===== config.mk =====
export PLATFORM = sky130hd
export DESIGN_NAME = qsys_rr_master_arbiter
export DESIGN_NICKNAME = d
export VERILOG_FILES = /design/src/rtl/qsys_rr_master_arbiter.sv
export SDC_FILE = /design/constraint.sdc
export NUM_CORES = 1
export LEC_CHECK = 0
export ABC_AREA = 1
export CAP_MARGIN = 40
export CORE_AREA = 2 2 159 161
export CTS_CLUSTER_SIZE = 14
export DETAILED_ROUTE_END_ITERATION = 10
export DIE_AREA = 0 0 161 163
export PLACE_DENSITY = 0.62
export SLEW_MARGIN = 20
export SYNTH_ARGS = -nofsm -noshare
export SYNTH_HDL_FRONTEND = slang
export SYNTH_SLANG_ARGS = --single-unit

===== constraint.sdc =====
create_clock -name clk -period 3.9 [get_ports clk]
set_input_delay 0.39 -clock clk [delete_from_list [all_inputs] [get_ports clk]]
set_output_delay 0.39 -clock clk [all_outputs]
set_load 0.005 [all_outputs]

===== src/rtl/qsys_rr_master_arbiter.sv =====
// Round-robin arbiter sharing one Avalon-MM master among NUM_REQ requesters,
// with burst lock and an in-order tag FIFO that steers read responses home.
module qsys_rr_master_arbiter #(
  parameter int WIDTH       = 32,
  parameter int ADDR_WIDTH  = 32,
  parameter int NUM_REQ     = 4,
  parameter int BURST_SIZE  = 1,
  parameter int MAX_PENDING = 8
) (
  input  logic                          clk,
  input  logic                          rst,
  input  logic [NUM_REQ*ADDR_WIDTH-1:0] req_address,
  input  logic [NUM_REQ*WIDTH-1:0]      req_writedata,
  input  logic [NUM_REQ-1:0]            req_read,
  input  logic [NUM_REQ-1:0]            req_write,
  output logic [NUM_REQ-1:0]            req_waitrequest,
  output logic [WIDTH-1:0]              req_readdata,
  output logic [NUM_REQ-1:0]            req_readdatavalid,
  output logic [ADDR_WIDTH-1:0]         m_address,
  output logic [WIDTH-1:0]              m_writedata,
  output logic                          m_read,
  output logic                          m_write,
  input  logic [WIDTH-1:0]              m_readdata,
  input  logic                          m_readdatavalid,
  input  logic                          m_waitrequest,
  output logic [$clog2(MAX_PENDING):0]  pending,
  output logic                          err
);
  localparam int GW = $clog2(NUM_REQ);
  localparam int PW = $clog2(MAX_PENDING);
  localparam int CW = $clog2(MAX_PENDING) + 1;

  typedef enum logic {IDLE, GRANTED} state_t;

  state_t          state, state_nxt;
  logic [GW-1:0]   grant, grant_nxt;
  logic [GW-1:0]   last_grant, last_nxt;
  logic [7:0]      beat_cnt, beat_nxt;
  logic            grant_valid;

  logic [NUM_REQ-1:0] active;
  logic [GW-1:0]      scan_idx, scan_grant;
  logic               found;

  logic            g_rd, g_wr, accept, full, push, pop;
  logic [PW-1:0]   head, tail;
  logic [GW-1:0]   tag_mem [MAX_PENDING];

  assign active      = req_read | req_write;
  assign grant_valid = (state == GRANTED);
  assign full        = (pending == CW'(MAX_PENDING));
  assign push        = m_read & ~m_waitrequest;
  assign pop         = m_readdatavalid & (pending != '0);
  assign req_readdata = m_readdata;

  // Rotating priority: the requester after last_grant is looked at first.
  always_comb begin
    scan_idx   = '0;
    scan_grant = last_grant;
    found      = 1'b0;
    for (int k = 1; k <= NUM_REQ; k++) begin
      scan_idx = GW'((int'(last_grant) + k) % NUM_REQ);
      if (!found && active[scan_idx]) begin
        scan_grant = scan_idx;
        found      = 1'b1;
      end
    end
  end

  // A read that collides with a write from the same requester wins outright.
  always_comb begin
    m_address       = '0;
    m_writedata     = '0;
    m_read          = 1'b0;
    m_write         = 1'b0;
    req_waitrequest = '1;
    g_rd            = 1'b0;
    g_wr            = 1'b0;
    accept          = 1'b0;
    if (grant_valid) begin
      g_rd        = req_read[grant];
      g_wr        = req_write[grant] & ~g_rd;
      m_address   = req_address[int'(grant)*ADDR_WIDTH +: ADDR_WIDTH];
      m_writedata = req_writedata[int'(grant)*WIDTH +: WIDTH];
      m_read      = g_rd & ~full;
      m_write     = g_wr;
      req_waitrequest[grant] = m_waitrequest | (g_rd & full);
      accept      = (m_read | m_write) & ~m_waitrequest;
    end
  end

  always_comb begin
    state_nxt = state;
    grant_nxt = grant;
    last_nxt  = last_grant;
    beat_nxt  = beat_cnt;
    case (state)
      IDLE: begin
        if (found) begin
          state_nxt = GRANTED;
          grant_nxt = scan_grant;
          beat_nxt  = 8'(BURST_SIZE);
        end
      end
      GRANTED: begin
        if (!active[grant]) begin
          state_nxt = IDLE;
          last_nxt  = grant;
        end else if (accept) begin
          beat_nxt = beat_cnt - 8'd1;
          if (beat_cnt == 8'd1) begin
            state_nxt = IDLE;
            last_nxt  = grant;
          end
        end
      end
      default: state_nxt = IDLE;
    endcase
  end

  always_ff @(posedge clk or negedge rst) begin
    if (!rst) begin
      state      <= IDLE;
      grant      <= '0;
      last_grant <= GW'(NUM_REQ - 1);
      beat_cnt   <= 8'(BURST_SIZE);
    end else begin
      state      <= state_nxt;
      grant      <= grant_nxt;
      last_grant <= last_nxt;
      beat_cnt   <= beat_nxt;
    end
  end

  // Tag FIFO: requester index of every accepted read, retired in order.
  always_ff @(posedge clk) begin
    if (push) tag_mem[tail] <= grant;
  end

  always_ff @(posedge clk or negedge rst) begin
    if (!rst) begin
      head    <= '0;
      tail    <= '0;
      pending <= '0;
      err     <= 1'b0;
    end else begin
      if (push) tail <= tail + PW'(1);
      if (pop)  head <= head + PW'(1);
      case ({push, pop})
        2'b10:   pending <= pending + CW'(1);
        2'b01:   pending <= pending - CW'(1);
        default: pending <= pending;
      endcase
      if (m_readdatavalid && pending == '0) err <= 1'b1;
    end
  end

  always_comb begin
    req_readdatavalid = '0;
    if (pop) req_readdatavalid[tag_mem[head]] = 1'b1;
  end

endmodule


## After elaboration in Yosys (flattened, before gate mapping)

Memories as Yosys holds them, arrays and structs flattened.
Cells that the tools add are included.

- Output and inout port bits: 111
- Memory bits (writable): 16
- Logic and storage cells: 115
- Input port bits: 300
- Memories kept: 1
- Bits in registers: 24

- Bitwise operators: 15
- Reduce and logical (&&, ||, !) cells: 15
- $add $sub $neg: 9
- Shift operators: 2
- Muxes and demuxes: 48
- Order comparisons: 8
- Equality and inequality tests: 9

Memories:

| memory | depth | bits a word | rd ports | clocked after memory_dff | wr ports | RTL line | text |
|---|---|---|---|---|---|---|---|
| tag_mem | 8 | 2 | 1 | 0 | 1 | 47 | `logic [GW-1:0] tag_mem [MAX_PENDING];` |

Operator list:

| operator | number |
|---|---|
| 128-bit by 8-bit variable part select with 32-bit output | 2 |
| 32-bit 2-to-1 mux | 2 |
| 8-bit 2-to-1 mux | 3 |
| 1-bit 2-to-1 mux | 22 |
| 2-bit by 3-bit less-than comparator with 1-bit output (second input constant) | 6 |
| 8-bit one-hot mux with 2 select lines | 1 |
| 1-bit binary-select mux with 2-bit select | 7 |
| 2-bit 2-to-1 mux | 7 |
| 8-bit by 1-bit == test with 1-bit output (second input constant) | 1 |
| 4-bit 2-to-1 mux | 2 |
| 4-bit bitwise OR | 2 |
| 4-bit one-hot mux with 2 select lines | 1 |
| 8-bit by 1-bit subtractor with 8-bit output (second input constant) | 1 |
| 3-bit by 1-bit adder with 3-bit output (second input constant) | 2 |
| 1-bit bitwise AND | 6 |
| 1-bit logical AND | 6 |
| 2-bit by 1-bit inequality test with 1-bit output (second input constant) | 3 |
| 3-bit AND reduction | 2 |
| 2-bit by 1-bit adder with 2-bit output (second input constant) | 2 |
| 2-bit adder (second input constant) | 2 |
| 4-bit by 1-bit adder with 4-bit output (second input constant) | 1 |
| 1-bit demux with 2-bit select | 2 |
| 4-bit == test (second input constant) | 1 |
| 2-bit by 1-bit >= comparator with 1-bit output (second input constant) | 2 |
| 13 further kinds | 20 |

## Logic depth before layout (Yosys ltp)

Gate-level depths: netlist (run 1).

- Word-level depth: 15
- Gate-level depth with buffers: 15
- Mapped depth without buffers: 15

## Least setup slack after synthesis (run 1)

Ideal clock, no wire load.

- Path type: reg-to-reg
- Start: register grant[0]
- End: register pending[2]
- Clock period less this slack: 2.190 ns
- Setup slack: 1.710 ns
- Cell stages (with the launch flop): 14
- Arrival time: 2.071 ns
- Data required time: 3.781 ns
- Buffers on the path: 0
- Library setup time: 0.119 ns
- Path through: dfrtp_1 -> nor2_1 -> nand2_1 -> nand3_2 -> nand2_2 -> nor2_4 -> nand2_2 -> ha_1 -> xor2_1 -> ha_1 -> a21oi_1 -> a21oi_1 -> o21ai_0 -> o21a_1

- Longest elaborated chain between the ends: 7
- Elaborated cells between the ends (all ways): 9
- Those cells by class: eq/ne (2); mux (4); bitwise (2); reduce/logical (1)

RTL lines:

| what | RTL line | text |
|---|---|---|
| from (decl) | 36 | `logic [GW-1:0] grant, grant_nxt;` |
| from (signal assigned) | 129 | `grant <= grant_nxt;` |
| 1-bit binary-select mux with 2-bit select * | 81 | `g_rd = req_read[grant];` |
| 1-bit 2-to-1 mux (implied by the code) * | 81 |  |
| 1-bit bitwise AND * | 85 | `m_read = g_rd & ~full;` |
| 1-bit 2-to-1 mux * | 80 | `if (grant_valid) begin` |
| via m_read | 21 | `output logic m_read,` |
| 1-bit bitwise AND * | 52 | `assign push = m_read & ~m_waitrequest;` |
| 2-bit by 1-bit == test with 1-bit output / 2-bit == test (equally long branches) | 149 | `case ({push, pop})` |
| 4-bit one-hot mux with 2 select lines / 2-bit nonzero test (equally long branches) | - |  |
| to (signal assigned) | 150 | `2'b10: pending <= pending + CW'(1);` |
| to (signal assigned) | 151 | `2'b01: pending <= pending - CW'(1);` |
| to (signal assigned) | 152 | `default: pending <= pending;` |
| to (decl) | 26 | `output logic [$clog2(MAX_PENDING):0] pending,` |

The timed path passes the listed nets; every way through them passes the cells marked *. The select of a mux whose other input is x is not followed.
A chain may end at the register's enable or synchronous reset.

## Worst setup path after layout (run 1)

- Start: register grant[0]
- End: output port m_writedata[15]

- Longest elaborated chain between the ends: 2

RTL lines:

| what | RTL line | text |
|---|---|---|
| 128-bit by 8-bit variable part select with 32-bit output | 84 | `m_writedata = req_writedata[int'(grant)*WIDTH +: WIDTH];` |
| 32-bit 2-to-1 mux | 80 |  |
| to (decl) | 20 | `output logic [WIDTH-1:0] m_writedata,` |

No other way between the ends.

==> impl_metrics.json, run 1 <==
{
  "place.gp.congestion": 0.8015,
  "cp_num_buf_inv": 3,
  "synthesis.yosys.warnings": 0,
  "synth.top_cells.by_area": "sky130_fd_sc_hd__a22oi_1 24%, sky130_fd_sc_hd__dfrtp_1 13%, sky130_fd_sc_hd__edfxtp_1 12%, sky130_fd_sc_hd__nand2_1 9.7%, sky130_fd_sc_hd__a21oi_1 8.5%",
  "design.die.area_sq_um": 26240,
  "cts_num_sinks": 40,
  "powerDensity_nw_per_um2": 616.5,
  "finalWorstPathRequiredPeriod_ps": 3066,
  "clkLatencyLatePin_ps": 280,
  "detail_route.wirelength_microns": 19610,
  "grt_antenna_before_repair": 2,
  "timing_max_transition_violations_final": 0,
  "dpl.cell_count": 1180,
  "max_clock_freq_mhz": 326.2,
  "cp.arrival_ps": 2680,
  "num-nets-final": 1164,
  "first_global_vias": 4927,
  "post_route_cells_drive_above_1_share_pct": 4.895,
  "rsz0062_at_grt": "false",
  "ys_async_sr_fraction_pct": 60.00,
  "post_cts_setup_bufs": 0,
  "setup_total_neg_slack_ps": 0,
  "cp_slowest_stage_delay_ps": 690,
  "critical_path.slowest_cell": "sky130_fd_sc_hd__dfrtp_1",
  "stdcell_area_sq_um": 7717,
  "cts_hold_repair.buffers": 0,
  "core.rowCount": 58,
  "flop_and_latch_count_out_of_synthesis": 40,
  "die_width_microns": 161,
  "setup_viol": 0,
  "antenna-diode-count": 0,
  "slew_headroom_pct": 56.29,
  "design.core.area_sq_um": 24670,
  "postCtsResizedCells": 0,
  "multi_input_area_sq_um": 2432,
  "min_path_type": "input port to asynchronous set/reset pin",
  "synthDominantAreaCellType": "sky130_fd_sc_hd__a22oi_1",
  "n_fill_cell": 2637,
  "start_util_pct": 16.29,
  "detail_route.drc_violations": 0,
  "yosys.area.top_type_share_pct": 23.91,
  "cts-htree-levels": 2,
  "crit_path_end_kind": "primary output",
  "reg2reg_setup_slack_ps": 1350,
  "postPlaceCellArea_sq_um": 7580,
  "worst-path-max-fanout": 33,
  "detailed_place_hpwl_microns": 15750,
  "cp_data_required_time_ps": 3510,
  "worstPathCellList": "nand2_1, inv_2, buf_4, a22oi_1, a21oi_1, clkdlybuf4s50_1",
  "netlist-cell-type-count": 30,
  "final_worst_path_period_share_pct": 78.61,
  "clock-skew-final_ps": 4.514,
  "synth-main-ff-cell": "sky130_fd_sc_hd__dfrtp_1",
  "ctsRootBufferMaster": "sky130_fd_sc_hd__clkbuf_16",
  "top_level_pins": 411,
  "ctsLongestPathBuffers": 2,
  "global_route.overflow_total": 0,
  "layout-area-overhead-vs-synth_pct": 92.03,
  "postSynthCellCount": 564,
  "worst-path-stages": 6,
  "drt_pre_antenna_iters": 4,
  "grt_first_pass_wirelength_microns": 27930,
  "wire_per_inst_microns": 16.51,
  "criticalPathCategory": "register to primary output",
  "syn-num-nets": 871,
  "seqCellArea_sq_um": 1085,
  "reg2regPathDepth": 14,
  "grt_max_degree": 44,
  "max_cap_violations": 0,
  "total_leakage_power_nw": 2.905,
  "groute.usage.overall_pct": 13.50,
  "final_hold_viol_count": 0,
  "worst_ir_drop_vdd_v": 0.0003470,
  "post_synth_edffs": 16,
  "tritoncts": "yes",
  "layout_commonest_cell": "sky130_fd_sc_hd__clkdlybuf4s50_1",
  "tritoncts.num_buffers": 5,
  "synth_area_sq_um": 4019,
  "timing.critical_path.from_type": "register",
  "finish.cell_count_without_fillers": 1188,
  "mostFrequentLayoutCells": "345 x sky130_fd_sc_hd__clkdlybuf4s50_1, 128 x sky130_fd_sc_hd__a22oi_1, 104 x sky130_fd_sc_hd__nand2_1",
  "routed-via-count": 5358,
  "detail_route.iter0.violations": 290,
  "die_height_microns": 163,
  "avgSynthCellArea_sq_um": 7.126,
  "synth_seq_area_share_pct": 26.99,
  "antenna_violating_nets_post_route": 0,
  "routed_via_density": 4.510,
  "status": "finished clean",
  "kind_of_cell_with_the_highest_combined_delay_on_the_critical_path": "buffers and inverters",
  "io_buffer_count": 346,
  "clkTransAtPathRegs_ps": 60,
  "worst-slew-pin-transition_ps": 652.6
}
-- final cells by class --
cell class              count  share of cell area [%]
clock buffers               7                   1.719
repair buffers            356                   45.78
inverters                  31                   1.508
multi-input cells         423                   31.52
clock inverters             1                 0.06485
flip-flops and latches     40                   14.06
well taps                 330                   5.350
-- path summary, 6_finish.rpt --
kind	to	start
max	m_writedata[15]	grant[0]$_DFFE_PN0P_
max reg2reg	pending[2]$_DFFE_PN0P_	grant[0]$_DFFE_PN0P_
min reg2reg	beat_cnt[0]$_DFFE_PN1P_	beat_cnt[0]$_DFFE_PN1P_
min in group clk	beat_cnt[0]$_DFFE_PN1P_	beat_cnt[0]$_DFFE_PN1P_
min	tail[0]$_DFFE_PN0P_	rst
max in group asynchronous	beat_cnt[6]$_DFFE_PN0P_	rst
-- registers in the layout, indices dropped and copies added (netlist names) --
signal	flops
tag_mem	16
beat_cnt	8
last_grant	2
pending	4
grant	2
grant_valid	1
head	3
tail	3
err	1
-- report_power, final --
group          internal (W)  switching (W)
sequential         0.000599       0.000179
combinational       0.00178        0.00181
clock              0.000236       0.000152
total               0.00261        0.00215
-- layer usage --
layer  vias up  GRT usage, %  share of wire [%]  routed length [microns]
li1       2594             -                  -                        -
met1      2442         17.92                 43                     8442
met2       285         21.79                 46                     8969
met3        35         3.845                9.2                     1810
met4         2         2.963                1.9                      373
met5         -             0              0.066                       13
-- worst reg2reg max path, cell delays in order (launching register included) --
cell	delay, ps
sky130_fd_sc_hd__dfrtp_1	690
sky130_fd_sc_hd__inv_2	110
sky130_fd_sc_hd__nor2_4	120
sky130_fd_sc_hd__nand2_1	90
sky130_fd_sc_hd__nand3_2	110
sky130_fd_sc_hd__nand2_2	80
sky130_fd_sc_hd__nor2_4	100
sky130_fd_sc_hd__nand2_2	100
sky130_fd_sc_hd__ha_1	260
sky130_fd_sc_hd__xor2_1	220
sky130_fd_sc_hd__ha_1	180
sky130_fd_sc_hd__a21oi_1	50
sky130_fd_sc_hd__a21oi_1	140
sky130_fd_sc_hd__o21ai_0	100
sky130_fd_sc_hd__o21a_1	110
-- synth_stat cells, types with 2 or more instances --
library cell and instances:
sky130_fd_sc_hd__nand2_2 7, sky130_fd_sc_hd__a21oi_1 68, sky130_fd_sc_hd__o21ai_0 15, sky130_fd_sc_hd__buf_2 12
sky130_fd_sc_hd__o21a_1 3, sky130_fd_sc_hd__nand2_1 104, sky130_fd_sc_hd__nand3_1 18, sky130_fd_sc_hd__a22oi_1 128
sky130_fd_sc_hd__nand3_2 2, sky130_fd_sc_hd__nor2_1 43, sky130_fd_sc_hd__inv_2 6, sky130_fd_sc_hd__clkbuf_1 14
sky130_fd_sc_hd__xnor2_1 3, sky130_fd_sc_hd__ha_1 7, sky130_fd_sc_hd__o22ai_1 4, sky130_fd_sc_hd__nand4_1 4
sky130_fd_sc_hd__buf_4 32, sky130_fd_sc_hd__xor2_1 11, sky130_fd_sc_hd__dfrtp_1 21, sky130_fd_sc_hd__buf_1 11
sky130_fd_sc_hd__dfstp_2 3, sky130_fd_sc_hd__edfxtp_1 16, sky130_fd_sc_hd__inv_1 25
-- through the flow --
step	total power (W)	util (%)	hold slack, ps	setup slack (ps)
after floorplan	0.002622	-	94.41	1710
after global routing	0.005159	31.28	142.1	655.2
after detailed placement	0.004394	30.72	431.7	1148
final	0.004758	31.28	99.68	834.0
after CTS	0.004804	31.28	129.1	836.2
after global placement	0.004374	30.74	463.4	1169
-- cell families (layout without fill, tap and decap cells) --
kind of cell	Yosys count	after routing	share of synthesized area (%)
xor+xnor	14	14	3.051
fa+ha+maj	7	7	2.179
simple gates	181	181	18.84
compound gates	221	221	35.96
flops	40	40	26.99
buf+inv	101	395	12.98
(Power assumes the default switching activity.)
==> inputs of run 2 (changes only) <==
--- a/config.mk
+++ b/config.mk
@@ -7,11 +7,11 @@
 export LEC_CHECK = 0
 export ABC_AREA = 1
 export CAP_MARGIN = 40
-export CORE_AREA = 2 2 159 161
+export CORE_AREA = 2 2 158 160
 export CTS_CLUSTER_SIZE = 14
 export DETAILED_ROUTE_END_ITERATION = 10
-export DIE_AREA = 0 0 161 163
-export PLACE_DENSITY = 0.62
+export DIE_AREA = 0 0 160 162
+export PLACE_DENSITY = 0.64
 export SLEW_MARGIN = 20
 export SYNTH_ARGS = -nofsm -noshare
 export SYNTH_HDL_FRONTEND = slang
==> constraint.sdc (replaced) <==
create_clock -name clk -period 2.7 [get_ports clk]
set_input_delay 0.27 -clock clk [delete_from_list [all_inputs] [get_ports clk]]
set_output_delay 0.27 -clock clk [all_outputs]
set_load 0.005 [all_outputs]
==> run 2 against run 1 <==
Net effect:
- routed wire length is 9.0% higher
- combinational power rose by 55%
- count of clock-buffer cells in the layout down 2
- via count increased by 2.0%
- largest power group unchanged
==> impl_metrics.json, run 2 (synthesized netlist as in run 1, its figures left out) <==
{
  "status": "finished clean",
  "core.rowCount": 57,
  "seq_power_share_pct": 15.0,
  "grt_first_pass_wirelength_microns": 30640,
  "cell_internal_pwr_w": 0.004116,
  "grt_antenna_before_repair": 6,
  "largest_registers": "tag_mem: 16 flops, beat_cnt: 8 flops, pending: 4 flops",
  "ctsLongestPathBuffers": 2,
  "sw_ratio_pct": 43.74,
  "power.share.clock_pct": 9.2,
  "top_level_pins": 411,
  "crit_path_end_kind": "primary output",
  "detail_route.wirelength_microns": 21370,
  "tritoncts.num_buffers": 5,
  "layout_commonest_cell": "sky130_fd_sc_hd__clkdlybuf4s50_1",
  "worst_ir_drop_vdd_v": 0.0004104,
  "postPlaceCellArea_sq_um": 7720,
  "final_core_utilization_pct": 33.04,
  "clock-skew-final_ps": 3.209,
  "timing.critical_path.from_type": "register",
  "startpoint_of_the_worst_register_to_register_path": "grant[0]$_DFFE_PN0P_",
  "rsz0062_at_grt": "false",
  "mostFrequentLayoutCells": "346 x sky130_fd_sc_hd__clkdlybuf4s50_1, 128 x sky130_fd_sc_hd__a22oi_1, 104 x sky130_fd_sc_hd__nand2_1",
  "routed_via_density": 4.565,
  "critical_path.slowest_cell": "sky130_fd_sc_hd__clkdlybuf4s50_1",
  "design.die.area_sq_um": 25920,
  "detail_route.drc_violations": 0,
  "worst-path-max-fanout": 38,
  "min_path_type": "input port to asynchronous set/reset pin",
  "cp-startpoint": "grant[1]$_DFFE_PN0P_",
  "detailed_place_hpwl_microns": 17130,
  "start_util_pct": 16.67,
  "total_leakage_power_nw": 3.016,
  "post_route_cells_drive_above_1_share_pct": 6.774,
  "pwr-share-comb_pct": 75.9,
  "reg2regPathDepth": 13,
  "clkLatencyLatePin_ps": 280,
  "place.gp.congestion": 0.8297,
  "largest_register_ffs": 16,
  "cts_num_sinks": 40,
  "drt_pre_antenna_iters": 5,
  "stdcell_area_sq_um": 7964,
  "design.core.area_sq_um": 24110,
  "criticalPathCategory": "register to primary output",
  "worst-slew-pin-transition_ps": 510.8,
  "setup_total_neg_slack_ps": 0,
  "die_width_microns": 160,
  "num-nets-final": 1177,
  "max_flop_register": "tag_mem",
  "cts-htree-levels": 2,
  "global_route.overflow_total": 0,
  "cts_hold_repair.buffers": 0,
  "layout-area-overhead-vs-synth_pct": 98.16,
  "reg2reg_setup_slack_ps": 430,
  "r2r-end": "pending[2]$_DFFE_PN0P_",
  "timing_max_transition_violations_final": 0,
  "clkTransAtPathRegs_ps": 60,
  "detail_route.iter0.violations": 481,
  "cp_num_buf_inv": 2,
  "cp_data_required_time_ps": 2430,
  "powerDensity_nw_per_um2": 918.8,
  "antenna_violating_nets_post_route": 0,
  "first_global_vias": 5426,
  "io_buffer_count": 346,
  "slew_headroom_pct": 65.95,
  "total_power_w": 0.007317,
  "max_cap_violations": 0,
  "kind_of_cell_with_the_highest_combined_delay_on_the_critical_path": "buffers and inverters",
  "ctsRootBufferMaster": "sky130_fd_sc_hd__clkbuf_16",
  "grt_max_degree": 50,
  "groute.usage.overall_pct": 15.03,
  "netSwitchingPower_w": 0.003201,
  "die_height_microns": 162,
  "tritoncts": "yes",
  "final_hold_viol_count": 0,
  "cp_slowest_stage_delay_ps": 520,
  "routed-via-count": 5464,
  "final_worst_path_period_share_pct": 95.20,
  "cp.arrival_ps": 2300,
  "setup_viol": 0,
  "worstPathCellList": "nor2_4, buf_6, a22oi_1, a21oi_1, clkdlybuf4s50_1",
  "finalWorstPathRequiredPeriod_ps": 2570,
  "max_clock_freq_mhz": 389.0,
  "wire_per_inst_microns": 17.86
}
[run 2: changes by cell type in the layout (fill, tap and decap cells not counted), moves of 2 or more]
cell	change
sky130_fd_sc_hd__buf_12	+7
sky130_fd_sc_hd__buf_4	+4
sky130_fd_sc_hd__clkbuf_1	-2
sky130_fd_sc_hd__clkinv_4	+2
sky130_fd_sc_hd__dfrtp_1	-2
sky130_fd_sc_hd__dfrtp_2	+2
sky130_fd_sc_hd__diode_2	+2
[run 2: how the worst max path moves through the flow]
stage                        endpoint  slack (ps)  cells past startpoint
2_1_floorplan  pending[2]$_DFFE_PN0P_         510                     13
3_3_place_gp          m_writedata[22]         180                      6
3_5_place_dp          m_writedata[22]         160                      6
4_1_cts               m_writedata[22]          10                      6
5_1_grt          req_readdatavalid[3]          10                      8
6_report              m_writedata[22]         130                      5
[run 2: power groups by stage]
stage	Combinational [W]	Clock [W]	Sequential [W]
after detailed placement	0.00548	0	0.00110
after global placement	0.00544	0	0.00109
after CTS	0.00552	0.000684	0.00109
after global routing	0.00609	0.000707	0.00113
final	0.00555	0.000672	0.00109
after floorplan	0.00274	0	0.00104
[run 2: final cells by class]
| cell class | count | area [sq um] |
|---|---|---|
| Antenna cell | 2 | 5.005 |
| Clock buffer | 5 | 125.1 |
| Clock inverter | 3 | 47.55 |
| Fill cell | 2565 | 16140 |
| Inverter | 31 | 116.4 |
| Multi-Input combinational cell | 423 | 2432 |
| Sequential cell | 40 | 1087 |
| Tap cell | 324 | 405.4 |
| Timing Repair Buffer | 369 | 3745 |
[run 2: stage by stage]
| stage | std cells | setup slack [ps] | hold WS, ps |
|---|---|---|---|
| 6_report | 1197 | 129.5 | 346.8 |
| 3_3_place_gp | 1183 | 179.4 | 452.2 |
| 4_1_cts | 1191 | 10.86 | 354.6 |
| 3_5_place_dp | 1183 | 164.5 | 462.0 |
| 5_1_grt | 1196 | 13.73 | 401.1 |
| 2_1_floorplan | 564 | 510.4 | -25.59 |
[run 2: layer usage]
layer  GRT usage [%]  up-vias  wire, microns
li1                -     2631              -
met3           4.877       45           2129
met2           24.99      279           9994
met5               0        -             46
met4           4.382        8            559
met1           18.65     2501           8644
[run 2: timing repair]
| action | CTS | global route |
|---|---|---|
| pin swaps | 0 | 1 |
| hold endpoints to repair | 0 | 0 |
| endpoints found under the setup margin | 2 | 15 |
| gates cloned | 0 | 1 |
| gates resized for setup | 1 | 4 |
| buffers inserted | 0 | 3 |
==> inputs of run 3 (changes only) <==
--- a/config.mk
+++ b/config.mk
@@ -7,11 +7,14 @@
 export LEC_CHECK = 0
 export ABC_AREA = 1
 export CAP_MARGIN = 40
-export CORE_AREA = 2 2 158 160
+export CELL_PAD_IN_SITES_DETAIL_PLACEMENT = 1
+export CELL_PAD_IN_SITES_GLOBAL_PLACEMENT = 1
+export CORE_ASPECT_RATIO = 0.9
+export CORE_MARGIN = 2
+export CORE_UTILIZATION = 17
 export CTS_CLUSTER_SIZE = 14
 export DETAILED_ROUTE_END_ITERATION = 10
-export DIE_AREA = 0 0 160 162
-export PLACE_DENSITY = 0.64
+export PLACE_DENSITY = 0.91
 export SLEW_MARGIN = 20
 export SYNTH_ARGS = -nofsm -noshare
 export SYNTH_HDL_FRONTEND = slang
==> run 3 against run 2 <==
Net effect:
- cell count fell by 1.8%
- critical path type unchanged
- core utilization rose by 0.84 points
- worst hold slack improved by 16 ps
- sequential share of layout area rose by 0.17 points
- register-to-register slack got worse by 290 ps
- count of clock-buffer cells in the layout did not move
- sequential power rose by 4%
- combinational power rose by 2%
- worst setup slack got worse by 18 ps
- critical path depth rose by 2
- cell area fell by 0.99%
- clock power fell by 15%
==> impl_metrics.json, run 3 (synthesized netlist as in run 1, its figures left out) <==
{
  "tritoncts": "yes",
  "total_leakage_power_nw": 2.979,
  "largest_registers": "tag_mem: 16 flops, beat_cnt: 8 flops, pending: 4 flops",
  "drt_pre_antenna_iters": 4,
  "dpl.cell_count": 1161,
  "final_hold_viol_count": 0,
  "criticalPathCategory": "register to primary output",
  "ctsRootBufferMaster": "sky130_fd_sc_hd__clkbuf_16",
  "detail_route.drc_violations": 0,
  "wire_per_inst_microns": 19.76,
  "powerDensity_nw_per_um2": 930.8,
  "layout-area-overhead-vs-synth_pct": 96.20,
  "timing.critical_path.from_type": "register",
  "top_level_pins": 411,
  "die_width_microns": 166.1,
  "cp_data_required_time_ps": 2430,
  "cp.arrival_ps": 2320,
  "worst-path-max-fanout": 41,
  "start_util_pct": 17.27,
  "die_height_microns": 149.9,
  "detail_route.iter0.violations": 252,
  "cts_num_sinks": 40,
  "min_path_type": "input port to asynchronous set/reset pin",
  "max_cap_violations": 0,
  "max_flop_register": "tag_mem",
  "antenna_violating_nets_post_route": 0,
  "setup_total_neg_slack_ps": 0,
  "design.core.area_sq_um": 23280,
  "layout_commonest_cell": "sky130_fd_sc_hd__clkdlybuf4s50_1",
  "cts-htree-levels": 2,
  "groute.usage.overall_pct": 17.14,
  "reg2regPathDepth": 13,
  "post_route_cells_drive_above_1_share_pct": 6.559,
  "slew_headroom_pct": 74.44,
  "detail_route.wirelength_microns": 23220,
  "reg2reg_setup_slack_ps": 140,
  "worst-slew-pin-transition_ps": 382.8,
  "status": "finished clean",
  "max_clock_freq_mhz": 386.4,
  "routed-via-count": 5597,
  "io_buffer_count": 346,
  "crit_path_end_kind": "primary output",
  "mostFrequentLayoutCells": "346 x sky130_fd_sc_hd__clkdlybuf4s50_1, 128 x sky130_fd_sc_hd__a22oi_1, 104 x sky130_fd_sc_hd__nand2_1",
  "final_worst_path_period_share_pct": 95.85,
  "timing_max_transition_violations_final": 0,
  "detailed_place_hpwl_microns": 19300,
  "core.rowCount": 53,
  "ctsLongestPathBuffers": 2,
  "clkTransAtPathRegs_ps": 60,
  "clkLatencyLatePin_ps": 280,
  "design.die.area_sq_um": 24890,
  "num-nets-final": 1175,
  "place.gp.congestion": 0.7959,
  "grt_first_pass_wirelength_microns": 33580,
  "global_route.overflow_total": 0,
  "largest_register_ffs": 16,
  "routed_via_density": 4.763,
  "finish.cell_count_without_fillers": 1175,
  "rsz0062_at_grt": "false",
  "startpoint_of_the_worst_register_to_register_path": "grant[1]$_DFFE_PN0P_",
  "finalWorstPathRequiredPeriod_ps": 2588,
  "setup_viol": 0,
  "tritoncts.num_buffers": 5,
  "r2r-end": "pending[2]$_DFFE_PN0P_",
  "first_global_vias": 5879,
  "grt_max_degree": 42,
  "clock-skew-final_ps": 3.969,
  "grt_antenna_before_repair": 5,
  "finalHoldWorstSlack_ps": 362.5,
  "worst_ir_drop_vdd_v": 0.0003465
}
## run 3: what timing repair did
| action | 4_1_cts | 5_1_grt |
|---|---|---|
| pin swaps | 0 | 1 |
| gates resized for setup | 4 | 4 |
| endpoints found under the setup margin | 50 | 16 |
| hold buffers | 0 | 0 |
| setup buffers | 0 | 2 |
## run 3: worst max path at each step
stage | startpoint | to | slack (ps) | cells past startpoint
6_report | grant[1]$_DFFE_PN0P_ | m_writedata[4] | 110 | 7
5_1_grt | grant[1]$_DFFE_PN0P_ | pending[2]$_DFFE_PN0P_ | 2 | 13
4_1_cts | grant[0]$_DFFE_PN0P_ | m_writedata[3] | 20 | 6
3_5_place_dp | grant[0]$_DFFE_PN0P_ | pending[2]$_DFFE_PN0P_ | -20 | 14
3_3_place_gp | grant[0]$_DFFE_PN0P_ | m_write | 180 | 8
2_1_floorplan | grant[0]$_DFFE_PN0P_ | pending[2]$_DFFE_PN0P_ | 510 | 13
## run 3: through the flow
step	setup slack [ps]	utilization, %	instance area [sq um]	total power, W
after detailed placement	-23.15	33.05	7692	0.006743
after CTS	18.54	33.71	7846	0.007371
after global routing	2.253	33.88	7885	0.007901
after floorplan	510.4	-	4019	0.003787
final	112.0	33.88	7885	0.007339
after global placement	180.5	33.05	7692	0.006547
## run 3: power by group
| group | switching, W | internal (W) |
|---|---|---|
| clock network | 0.000232 | 0.000338 |
| registers | 0.000254 | 0.000872 |
| logic | 0.00285 | 0.00279 |
| total | 0.00333 | 0.00400 |
## run 3: layout make-up
| cell class | count | area [sq um] |
|---|---|---|
| diodes | 4 | 10.01 |
| clock buffers | 5 | 125.1 |
| clock inverters | 3 | 18.77 |
| fillers | 2765 | 15390 |
| inverters | 31 | 116.4 |
| multi-input cells | 423 | 2444 |
| flip-flops and latches | 40 | 1090 |
| well taps | 302 | 377.9 |
| repair buffers | 367 | 3704 |
## run 3: critical path, stage by stage, from the launching register on
cell	delay [ps]
sky130_fd_sc_hd__dfrtp_4	540
sky130_fd_sc_hd__inv_1	110
sky130_fd_sc_hd__nor2_4	130
sky130_fd_sc_hd__buf_12	230
sky130_fd_sc_hd__buf_4	200
sky130_fd_sc_hd__a22oi_1	70
sky130_fd_sc_hd__a21oi_1	170
sky130_fd_sc_hd__clkdlybuf4s50_1	550
## run 3: per-layer routing
metal,track usage (%),wire length [microns],vias up,part of all wire [%]
met2,30.81,11760,255,51
met4,6.130,696,0,3.0
met1,20.17,9183,2695,40
met5,0,0,-,0
met3,3.756,1585,33,6.8
li1,-,-,2614,-
